--- src/rtl/riscv_pkg.sv ---
// Shared RISC-V front-end definitions.
//   OPCODE_ALU / OPCODE_ALUI : major opcodes for register and immediate ALU ops
//   NOP_INSTR                : canonical NOP (addi x0, x0, 0), emitted on bubbles
//   fetch_pair_t             : {pc, instruction} pair carried from fetch to decode
package riscv_pkg;

    localparam logic [6:0]  OPCODE_ALU  = 7'b0110011;
    localparam logic [6:0]  OPCODE_ALUI = 7'b0010011;

    // addi x0, x0, 0
    localparam logic [31:0] NOP_INSTR   = {12'h000, 5'd0, 3'b000, 5'd0, OPCODE_ALUI};

    typedef struct packed {
        logic [31:0] pc;
        logic [31:0] instr;
    } fetch_pair_t;

endpackage

--- src/rtl/fetch_if.sv ---
// Instruction-memory port between fetch (master) and memory (slave).
//   imem_req_valid / imem_req_ready / imem_req_addr : request channel
//   imem_resp_valid / imem_resp_data                : response channel
//
// Handshake: a request transfers on a rising edge where imem_req_valid and
// imem_req_ready are both 1; the master keeps imem_req_addr stable while
// valid is high and may drop valid without a transfer only on redirect or
// reset. The response channel has no ready: the master always accepts a
// response, responses return in request order, at least one cycle after the
// request transfers.
interface fetch_if;
    logic        imem_req_valid;
    logic [31:0] imem_req_addr;
    logic        imem_req_ready;
    logic        imem_resp_valid;
    logic [31:0] imem_resp_data;

    modport master (
        output imem_req_valid,
        output imem_req_addr,
        input  imem_req_ready,
        input  imem_resp_valid,
        input  imem_resp_data
    );

    modport slave (
        input  imem_req_valid,
        input  imem_req_addr,
        output imem_req_ready,
        output imem_resp_valid,
        output imem_resp_data
    );
endinterface

--- src/rtl/fetch_buffer.sv ---
// Two-entry synchronous FIFO.
//   clk, reset      : clock, synchronous active-high reset
//   flush           : empties the FIFO next cycle (overrides push/pop)
//   push, push_data : enqueue
//   pop, pop_data   : dequeue; pop_data is the current head
//   count           : occupancy 0..2
//   full, empty     : occupancy flags
// Push and pop in the same cycle are allowed, including when full.
module fetch_buffer #(
    parameter int W = 64
) (
    input  logic         clk,
    input  logic         reset,
    input  logic         flush,
    input  logic         push,
    input  logic [W-1:0] push_data,
    input  logic         pop,
    output logic [W-1:0] pop_data,
    output logic [1:0]   count,
    output logic         full,
    output logic         empty
);

    logic [W-1:0] mem [2];
    logic         wr_ptr;
    logic         rd_ptr;
    logic [1:0]   cnt;

    always_ff @(posedge clk) begin
        if (reset || flush) begin
            wr_ptr <= 1'b0;
            rd_ptr <= 1'b0;
            cnt    <= 2'd0;
        end else begin
            if (push) wr_ptr <= ~wr_ptr;
            if (pop)  rd_ptr <= ~rd_ptr;
            cnt <= cnt + {1'b0, push} - {1'b0, pop};
        end
    end

    // Storage carries no reset; occupancy alone says what is meaningful.
    always_ff @(posedge clk) begin
        if (push && !reset && !flush) mem[wr_ptr] <= push_data;
    end

    assign pop_data = mem[rd_ptr];
    assign count    = cnt;
    assign full     = (cnt == 2'd2);
    assign empty    = (cnt == 2'd0);

    a_no_overflow: assert property (@(posedge clk) disable iff (reset || flush)
        !(push && full && !pop));
    a_no_underflow: assert property (@(posedge clk) disable iff (reset || flush)
        !(pop && empty));

endmodule

--- src/rtl/fetch.sv ---
// Instruction fetch stage.
//   clk, reset      : clock, synchronous active-high reset
//   stall           : decode not accepting; output registers hold
//   redirect_valid  : control-flow change; redirect_pc[31:2] is the new pc
//   imem            : instruction-memory port (fetch_if.master)
//   pc_out          : pc of the instruction presented to decode
//   instruction_out : instruction word (NOP on bubbles)
//   valid_out       : instruction_out is a real fetched instruction
//
// At most two instructions are in flight: outstanding requests plus buffered
// responses never exceed two, so neither the response buffer nor the pc tag
// queue can overflow. After a redirect, responses to older requests still
// arrive; drop_count discards exactly that many.
module fetch
    import riscv_pkg::*;
#(
    parameter logic [31:0] RESET_PC = 32'h0000_0000
) (
    input  logic        clk,
    input  logic        reset,
    input  logic        stall,
    input  logic        redirect_valid,
    input  logic [31:0] redirect_pc,
    fetch_if.master     imem,
    output logic [31:0] pc_out,
    output logic [31:0] instruction_out,
    output logic        valid_out
);

    logic [31:0] fetch_pc;
    logic [1:0]  outstanding;
    logic [1:0]  drop_count;
    logic [1:0]  outstanding_next;
    logic [2:0]  occupancy;

    logic [1:0]  buf_count;
    logic        buf_full;
    logic        buf_empty;
    fetch_pair_t buf_head;
    fetch_pair_t resp_pair;

    logic [1:0]  tag_count;
    logic        tag_full;
    logic        tag_empty;
    logic [31:0] tag_head;

    logic        req_fire;
    logic        resp_live;
    logic        resp_drop;
    logic        buf_push;
    logic        buf_pop;

    // Low two bits of the redirect target are discarded by design.
    logic        unused_redirect_bits;
    assign unused_redirect_bits = ^redirect_pc[1:0];

    assign occupancy           = {1'b0, outstanding} + {1'b0, buf_count};
    assign imem.imem_req_valid = !reset && !redirect_valid && (occupancy < 3'd2);
    assign imem.imem_req_addr  = fetch_pc;
    assign req_fire            = imem.imem_req_valid && imem.imem_req_ready;

    // Any response retires one outstanding request, live or dropped.
    assign resp_drop = imem.imem_resp_valid && (drop_count != 2'd0);
    assign resp_live = imem.imem_resp_valid && (drop_count == 2'd0) && !redirect_valid;
    assign outstanding_next = outstanding + {1'b0, req_fire} - {1'b0, imem.imem_resp_valid};

    assign resp_pair = {tag_head, imem.imem_resp_data};

    // A live response bypasses to the output only when nothing older is
    // waiting and decode is accepting; otherwise it queues.
    assign buf_push = resp_live && (stall || !buf_empty);
    assign buf_pop  = !redirect_valid && !stall && !buf_empty;

    fetch_buffer #(.W($bits(fetch_pair_t))) u_buffer (
        .clk       (clk),
        .reset     (reset),
        .flush     (redirect_valid),
        .push      (buf_push),
        .push_data (resp_pair),
        .pop       (buf_pop),
        .pop_data  (buf_head),
        .count     (buf_count),
        .full      (buf_full),
        .empty     (buf_empty)
    );

    fetch_buffer #(.W(32)) u_tag_queue (
        .clk       (clk),
        .reset     (reset),
        .flush     (redirect_valid),
        .push      (req_fire),
        .push_data (fetch_pc),
        .pop       (resp_live),
        .pop_data  (tag_head),
        .count     (tag_count),
        .full      (tag_full),
        .empty     (tag_empty)
    );

    always_ff @(posedge clk) begin
        if (reset) begin
            fetch_pc        <= RESET_PC;
            outstanding     <= 2'd0;
            drop_count      <= 2'd0;
            pc_out          <= 32'h0000_0000;
            instruction_out <= NOP_INSTR;
            valid_out       <= 1'b0;
        end else begin
            outstanding <= outstanding_next;
            if (redirect_valid) begin
                fetch_pc        <= {redirect_pc[31:2], 2'b00};
                // A response landing in this same cycle is already discarded.
                drop_count      <= outstanding - {1'b0, imem.imem_resp_valid};
                instruction_out <= NOP_INSTR;
                valid_out       <= 1'b0;
            end else begin
                if (req_fire)  fetch_pc   <= fetch_pc + 32'd4;
                if (resp_drop) drop_count <= drop_count - 2'd1;
                if (!stall) begin
                    if (!buf_empty) begin
                        pc_out          <= buf_head.pc;
                        instruction_out <= buf_head.instr;
                        valid_out       <= 1'b1;
                    end else if (resp_live) begin
                        pc_out          <= resp_pair.pc;
                        instruction_out <= resp_pair.instr;
                        valid_out       <= 1'b1;
                    end else begin
                        instruction_out <= NOP_INSTR;
                        valid_out       <= 1'b0;
                    end
                end
            end
        end
    end

    a_resp_has_request: assert property (@(posedge clk) disable iff (reset)
        imem.imem_resp_valid |-> (outstanding != 2'd0));
    a_live_has_tag: assert property (@(posedge clk) disable iff (reset)
        resp_live |-> !tag_empty);
    a_tag_tracks_live: assert property (@(posedge clk) disable iff (reset)
        tag_count == (outstanding - drop_count));
    a_tag_room: assert property (@(posedge clk) disable iff (reset)
        req_fire |-> !tag_full);
    a_full_buffer_idle: assert property (@(posedge clk) disable iff (reset)
        buf_full |-> (outstanding == 2'd0));

endmodule

--- src/flat_wrapper.sv ---
// flat-port wrapper written by rule: the top's interface ports become plain ports
module fetch_flat import riscv_pkg::*;
#(
    parameter logic [31:0] RESET_PC = 32'h0000_0000
)
  (clk, reset, stall, redirect_valid, redirect_pc, pc_out, instruction_out, valid_out, imem_imem_req_valid, imem_imem_req_addr, imem_imem_req_ready, imem_imem_resp_valid, imem_imem_resp_data);
  fetch_if imem_i ();
  input  logic clk;
  input  logic reset;
  input  logic stall;
  input  logic redirect_valid;
  input  logic [31:0] redirect_pc;
  output logic [31:0] pc_out;
  output logic [31:0] instruction_out;
  output logic valid_out;
  output wire logic [$bits(imem_i.imem_req_valid)-1:0] imem_imem_req_valid;
  output wire logic [$bits(imem_i.imem_req_addr)-1:0] imem_imem_req_addr;
  input wire logic [$bits(imem_i.imem_req_ready)-1:0] imem_imem_req_ready;
  input wire logic [$bits(imem_i.imem_resp_valid)-1:0] imem_imem_resp_valid;
  input wire logic [$bits(imem_i.imem_resp_data)-1:0] imem_imem_resp_data;
  assign imem_imem_req_valid = imem_i.imem_req_valid;
  assign imem_imem_req_addr = imem_i.imem_req_addr;
  assign imem_i.imem_req_ready = imem_imem_req_ready;
  assign imem_i.imem_resp_valid = imem_imem_resp_valid;
  assign imem_i.imem_resp_data = imem_imem_resp_data;
  fetch #(.RESET_PC(RESET_PC)) u_core (.clk(clk), .reset(reset), .stall(stall), .redirect_valid(redirect_valid), .redirect_pc(redirect_pc), .imem(imem_i), .pc_out(pc_out), .instruction_out(instruction_out), .valid_out(valid_out));
endmodule
--- config.mk ---
export PLATFORM = sky130hd
export DESIGN_NAME = fetch_flat
export DESIGN_NICKNAME = d
export VERILOG_FILES = /design/src/rtl/riscv_pkg.sv /design/src/rtl/fetch_if.sv /design/src/rtl/fetch_buffer.sv /design/src/rtl/fetch.sv /design/src/flat_wrapper.sv
export SDC_FILE = /design/constraint.sdc
export NUM_CORES = 1
export LEC_CHECK = 0
export CORE_ASPECT_RATIO = 0.9
export CORE_UTILIZATION = 40
export CTS_BUF_LIST = sky130_fd_sc_hd__clkbuf_8
export DETAILED_ROUTE_END_ITERATION = 8
export PLACE_DENSITY = 0.67
export SYNTH_ARGS = -nofsm -noshare
export SYNTH_HDL_FRONTEND = slang
export SYNTH_SLANG_ARGS = --single-unit
--- constraint.sdc ---
create_clock -name clk -period 10.3 [get_ports clk]
set_clock_uncertainty 0.05 [all_clocks]
set_input_delay 2.06 -clock clk [delete_from_list [all_inputs] [get_ports clk]]
set_output_delay 2.06 -clock clk [all_outputs]
set_load 0.05 [all_outputs]
======== After elaboration in Yosys (flattened, before gate mapping) ========
Memories as Yosys holds them, arrays and structs flattened. A register that Yosys moved wholly into a read port is not among the register bits.
Index checks and enable logic that the tools add are counted.
storage, ports and cells
  flip-flop bits (word level) ............. 107
  bits in writable memories ............... 192
  output and inout port bits .............. 98
  memories ................................ 2
memories
  memory                  depth  width  read ports  clocked after Yosys merged registers in  wr ports  RTL line            text
  u_core.u_buffer.mem     2      64     1           1                                        1         fetch_buffer.sv:24  logic [W-1:0] mem [2];
  u_core.u_tag_queue.mem  2      32     1           1                                        1         fetch_buffer.sv:24
cells by class
  $add $sub $neg .......................... 8
  order comparisons ....................... 1
  equal/unequal tests ..................... 1
  multiplexer cells ....................... 18
  bitwise logic cells ..................... 6
  reduce and logical (&&, ||, !) cells .... 26
operators by type and width
  kind                   number
  $mux 32                6
  $add 32x3->32 const B  1
  $logic_and 1x1->1      13
  $mux 1                 10
  $not 1->1              6
  $reduce_bool 2->1      3
  $sub 2x1->2            3
  $add 2x1->2            2
  $logic_not 1->1        4
  $logic_not 2->1        2
  $mux 2                 2
  $add 2x2->3            1
  $lt 3x2->1 const B     1
  $reduce_and 3->1       1
  $logic_or 1x1->1       2
  $ne 2x2->1 const B     1
  $reduce_or 2->1        1
  $sub 2x1->2 const B    1

======== Longest topological paths before layout ========
  word-level depth ........................ 8
  depth in mapped cells ................... 10

======== Modules after synthesis ========
From an unflattened synthesis, not the netlist that was laid out.
second synthesis, totals
  cell total of the unflattened synthesis .. 911
  area, all modules ....................... 12700.9 um^2
modules (own cells, without submodules)
  module                             times used  cells each  area each (um^2)
  fetch_buffer (u_core.u_buffer)     1           221         5148.7
  fetch                              1           568         4853.4
  fetch_buffer (u_core.u_tag_queue)  1           122         2698.8

======== Worst setup path before layout ========
No wires, ideal clock.
  path type ............................... input to register
  start point ............................. input port redirect_valid
  end point ............................... memory u_core.u_buffer.mem[1][0] (enable)
  setup time .............................. 0.571 ns
  arrival ................................. 7.303 ns
  data required time ...................... 9.679 ns
  path slack .............................. 2.376 ns
  cell stages on the path ................. 4
  buffers on the path ..................... 1
  cells stage by stage .................... clkbuf_1 nand3b_1 o21bai_1 nor3b_1
between the ends
  longest elaborated chain between the ends .. 7
RTL lines
  element                         RTL line                         text
  start, declared                 flat_wrapper.sv:11               input logic redirect_valid;
  $logic_not 1->1 *               fetch_buffer.sv:43, fetch.sv:64
  $logic_and 1x1->1               fetch.sv:64                      assign resp_live = imem.imem_resp_valid && (drop_count == 2'd0) && !redirect_valid;
  $logic_and 1x1->1               fetch.sv:71                      assign buf_push = resp_live && (stall || !buf_empty);
  $logic_and 1x1->1               fetch_buffer.sv:43               if (push && !reset && !flush) mem[wr_ptr] <= push_data;
  $logic_and 1x1->1 *             fetch_buffer.sv:43
  $mux 1 *                        fetch_buffer.sv:43
  $mux 1 (implied by the code) *  fetch_buffer.sv:43
  end, declared                   fetch_buffer.sv:24
Every way passes the cells marked *; elsewhere a longest branch is shown, timed or not.

======== Worst setup path in the final report ========
  start point ............................. input port reset
  end point ............................... output port imem_imem_req_valid
between the ends
  longest elaborated chain between the ends .. 3
RTL lines
  element                         RTL line            text
  start, declared                 flat_wrapper.sv:9   input logic reset;
  $logic_not 1->1                 fetch.sv:58         assign imem.imem_req_valid = !reset && !redirect_valid && (occupancy < 3'd2);
  $logic_and 1x1->1 (2 in a row)  fetch.sv:58
  end, declared                   flat_wrapper.sv:16  output wire logic [$bits(imem_i.imem_req_valid)-1:0] imem_imem_req_valid;
Every way passes these cells.

==> impl_metrics.json <==
{
  "drive_above_1_share_pct": 11.5,
  "drt_iter0_drc": 394,
  "synth_warnings": 0,
  "async_reset_ff_share_pct": 0,
  "hold_violations": 0,
  "insertion_delay_ns": 0.56,
  "yosys-top-cells-area": "sky130_fd_sc_hd__edfxtp_1 47%, sky130_fd_sc_hd__dfxtp_1 18%, sky130_fd_sc_hd__mux2i_1 5.1%",
  "drt_first_pass_iters": 5,
  "chipWidth_microns": 183,
  "post-cts-setup-buffer-count": 0,
  "overflow": 0,
  "timing.setup.tns_ns": 0,
  "max-cap-violations": 0,
  "worstSetupStartpointType": "input port",
  "fp.coreArea_sq_mm": 0.0289,
  "dp.final_hpwl_mm": 16.2,
  "synthesis.instances": 942,
  "first_global_vias": 7677,
  "clock_tree.buffer_depth": 3,
  "final_util_pct": 50.8,
  "finalWirelength_mm": 26.8,
  "endpoint_class_of_the_critical_path": "output port",
  "max_vdd_drop_mv": 0.0790,
  "ys_types": 57,
  "place.port_buffers": 161,
  "p_leak_nw": 4.80,
  "avgSynthCellArea_sq_um": 12.5,
  "library_cell_with_the_largest_summed_area_after_synthesis": "sky130_fd_sc_hd__edfxtp_1",
  "floorplan.io_pins": 168,
  "synth-main-ff-cell": "sky130_fd_sc_hd__edfxtp_1",
  "routed-via-count": 7981,
  "cts_repair_resize_count": 0,
  "multiInputGateArea_sq_mm": 0.00385,
  "seq_area_sq_mm": 0.00763,
  "drt_drc_violations_left": 0,
  "wl_per_cell_microns": 17.5,
  "status": "completed",
  "grt_pass1_wl_mm": 41.9,
  "avgViaCountPerCell": 5.21,
  "post_layout_net_count": 1175,
  "cp_data_required_time_ns": 8.19,
  "grt_util_all_layers_pct": 17.6,
  "critical_path.max_fanout": 61,
  "initial_core_util_pct": 40.8,
  "areaGrowthSynthToFinish_pct": 24.6,
  "final.hold.worst_slack_ns": 0.403,
  "fillerInstances": 2563,
  "gp_congestion": 0.811,
  "antenna-diode-count": 0,
  "worst_pin_slew_ns": 1.04,
  "synth.ff_latch_count": 289,
  "die_y_microns": 165,
  "floorplan.die_area_sq_mm": 0.0302,
  "worstPathArrival_ns": 4.23,
  "num_rows": 59,
  "cts.root.buffer_cell": "sky130_fd_sc_hd__clkbuf_8",
  "number_of_enable_type_register_cells_in_the_synthesized_netlist": 184,
  "syn_area_sq_mm": 0.0118,
  "grt_start_max_net_pins": 73,
  "synth_top_area_share_pct": 46.8,
  "initial_antenna_violation_count": 0,
  "clk_transition_reported_paths_ns": 0.06,
  "ctsHtreeMaxLevel": 2,
  "cts_made_buffers": 48,
  "setup_viol_count_final": 0,
  "worstHoldPathType": "register to register",
  "clock_sink_count": 289,
  "max-slew-margin-rel_pct": 30.7,
  "max_clock_freq_ghz": 0.158,
  "drtAntennaViolNets": 0,
  "tritoncts_clock_tree": "built",
  "synth_sequential_area_ratio_pct": 64.6,
  "path_class": "input port to output port",
  "cellPowerDensity_mw_per_mm2": 172,
  "timing_max_transition_violations_final": 0,
  "final.min_clock_period_ns": 6.34,
  "cts_hold_buffers": 0,
  "setup_repair_after_global_routing_missed_its_margin": "false",
  "min_period_over_period_pct": 61.6
}
==> cells in the final DEF (no fill, tap or decap), types with 3 or more instances in the layout <==
master	n
sky130_fd_sc_hd__edfxtp_1	184
sky130_fd_sc_hd__clkdlybuf4s50_1	159
sky130_fd_sc_hd__nand2_1	111
sky130_fd_sc_hd__dfxtp_1	104
sky130_fd_sc_hd__a21oi_1	67
sky130_fd_sc_hd__nor2_1	62
sky130_fd_sc_hd__mux2i_1	60
sky130_fd_sc_hd__clkbuf_8	57
sky130_fd_sc_hd__o211ai_1	33
sky130_fd_sc_hd__a211o_1	31
sky130_fd_sc_hd__inv_1	30
sky130_fd_sc_hd__mux2_2	30
sky130_fd_sc_hd__a211oi_1	14
sky130_fd_sc_hd__buf_4	14
sky130_fd_sc_hd__a311oi_1	13
sky130_fd_sc_hd__nand4_1	12
sky130_fd_sc_hd__nor3_1	10
sky130_fd_sc_hd__and3_1	9
sky130_fd_sc_hd__xnor2_1	9
sky130_fd_sc_hd__or3_1	9
sky130_fd_sc_hd__o21ai_0	8
sky130_fd_sc_hd__xor2_1	8
sky130_fd_sc_hd__nand3_1	8
sky130_fd_sc_hd__nor2b_1	6
sky130_fd_sc_hd__o311ai_0	6
sky130_fd_sc_hd__o31ai_1	6
sky130_fd_sc_hd__ha_1	6
sky130_fd_sc_hd__clkinv_2	6
sky130_fd_sc_hd__and4_1	5
sky130_fd_sc_hd__or4_1	5
sky130_fd_sc_hd__and2_1	4
sky130_fd_sc_hd__conb_1	4
sky130_fd_sc_hd__nor3_2	3
sky130_fd_sc_hd__nand2b_1	3
sky130_fd_sc_hd__nor4_1	3
sky130_fd_sc_hd__a311o_1	3
==> state kept, by name, summed over array words and instances, names as in the netlist, named ones only <==
name / cells
u_core.drop_count: 2
u_core.imem.imem_req_addr: 30
u_core.instruction_out: 32
u_core.outstanding: 2
u_core.pc_out: 30
u_core.u_buffer.count: 2
u_core.u_buffer.mem: 124
u_core.u_buffer.rd_ptr: 1
u_core.u_buffer.wr_ptr: 1
u_core.u_tag_queue.mem: 60
u_core.u_tag_queue.rd_ptr: 1
u_core.u_tag_queue.wr_ptr: 1
u_core.valid_out: 1
==> kinds of logic (layout without fill, tap and decap cells) <==
kind of cell	count (synthesis)	in the layout	share of synthesized area, %
xor+xnor	17	17	1.26
buf+inv	83	275	3.10
compound gates	191	191	11.2
fa+ha+maj	7	7	0.805
flops	289	289	64.6
mux	90	90	7.95
other cells	1	4	0.0318
simple gates	264	264	11.0
==> final cells by class <==
cell class                 count  share of cell area, %
sequential                   289                   51.9
multi-input combinational    573                   26.2
inverter                      11                  0.281
clock buffer                  57                   5.33
timing repair buffer         175                   11.6
tap                          396                   3.37
clock inverter                32                   1.37
==> cell usage after synthesis, types with 2 or more instances <==
cell type                  instances
sky130_fd_sc_hd__nor3_1           12
sky130_fd_sc_hd__buf_6             4
sky130_fd_sc_hd__a311o_1           3
sky130_fd_sc_hd__a211o_1          31
sky130_fd_sc_hd__buf_2             8
sky130_fd_sc_hd__ha_1              6
sky130_fd_sc_hd__o221ai_1          2
sky130_fd_sc_hd__clkbuf_1         53
sky130_fd_sc_hd__edfxtp_1        184
sky130_fd_sc_hd__buf_1             3
sky130_fd_sc_hd__mux2_2           30
sky130_fd_sc_hd__xnor2_1           9
sky130_fd_sc_hd__a211oi_1         15
sky130_fd_sc_hd__and3_1            9
sky130_fd_sc_hd__and2_1            4
sky130_fd_sc_hd__mux2i_1          60
sky130_fd_sc_hd__o31ai_1           6
sky130_fd_sc_hd__nand4_1          12
sky130_fd_sc_hd__xor2_1            8
sky130_fd_sc_hd__o311ai_1          2
sky130_fd_sc_hd__o21ai_0           8
sky130_fd_sc_hd__nand2_1         111
sky130_fd_sc_hd__nand3b_1          2
sky130_fd_sc_hd__o211ai_1         33
sky130_fd_sc_hd__nand2b_1          3
sky130_fd_sc_hd__nand4_4           2
sky130_fd_sc_hd__a311oi_1         13
sky130_fd_sc_hd__nor2b_1           6
sky130_fd_sc_hd__nand3_1           8
sky130_fd_sc_hd__buf_4             4
sky130_fd_sc_hd__dfxtp_1         105
sky130_fd_sc_hd__or3_1             9
sky130_fd_sc_hd__nor2_1           62
sky130_fd_sc_hd__and4_1            5
sky130_fd_sc_hd__nor4_1            3
sky130_fd_sc_hd__or4_1             5
sky130_fd_sc_hd__a21oi_1          67
sky130_fd_sc_hd__inv_1            11
sky130_fd_sc_hd__o311ai_0          6
==> power by group <==
| part | internal (W) | switching [W] |
|---|---|---|
| logic | 0.0000904 | 0.000144 |
| registers | 0.00126 | 0.0000268 |
| clock network | 0.000557 | 0.000453 |
| total | 0.00191 | 0.000623 |
==> routing by layer <==
layer	GRT usage, %	wire [microns]	part of all wire, %	vias up
li1	-	-	-	3846
met1	25.7	12900	48	3845
met2	26.6	12100	45	255
met3	2.82	1390	5.2	35
met4	5.95	393	1.5	0
met5	0	0	0	-
==> critical path, stage by stage <==
cell and delay [ns]:
sky130_fd_sc_hd__buf_2 0.07, sky130_fd_sc_hd__buf_4 0.61, sky130_fd_sc_hd__inv_1 0.35, sky130_fd_sc_hd__nand2_1 0.33, sky130_fd_sc_hd__nor3_1 0.08, sky130_fd_sc_hd__clkdlybuf4s50_1 0.71
==> through the flow <==
stage | total power [W] | cells | area (sq um) | setup slack [ns]
5_1_grt | 0.00263 | 1533 | 14700 | 3.76
3_5_place_dp | 0.00155 | 1444 | 13700 | 3.97
6_report | 0.00253 | 1533 | 14700 | 3.96
4_1_cts | 0.00256 | 1533 | 14700 | 3.96
2_1_floorplan | 0.00146 | 945 | 11800 | 2.38
3_3_place_gp | 0.00154 | 1444 | 13700 | 3.96
==> worst paths after layout <==
path / start / endpoint / slack, ns / cells after the start
worst max-delay path: reset / imem_imem_req_valid / 3.96 / 6
worst min-delay path: u_core.pc_out[30] / u_core.pc_out[30] / 0.40 / 2
worst max register to register: u_core.u_buffer.count[0] / u_core.imem.imem_req_addr[19] / 7.48 / 7
worst min register to register: u_core.pc_out[30] / u_core.pc_out[30] / 0.40 / 2
(Power assumes the default switching activity.)
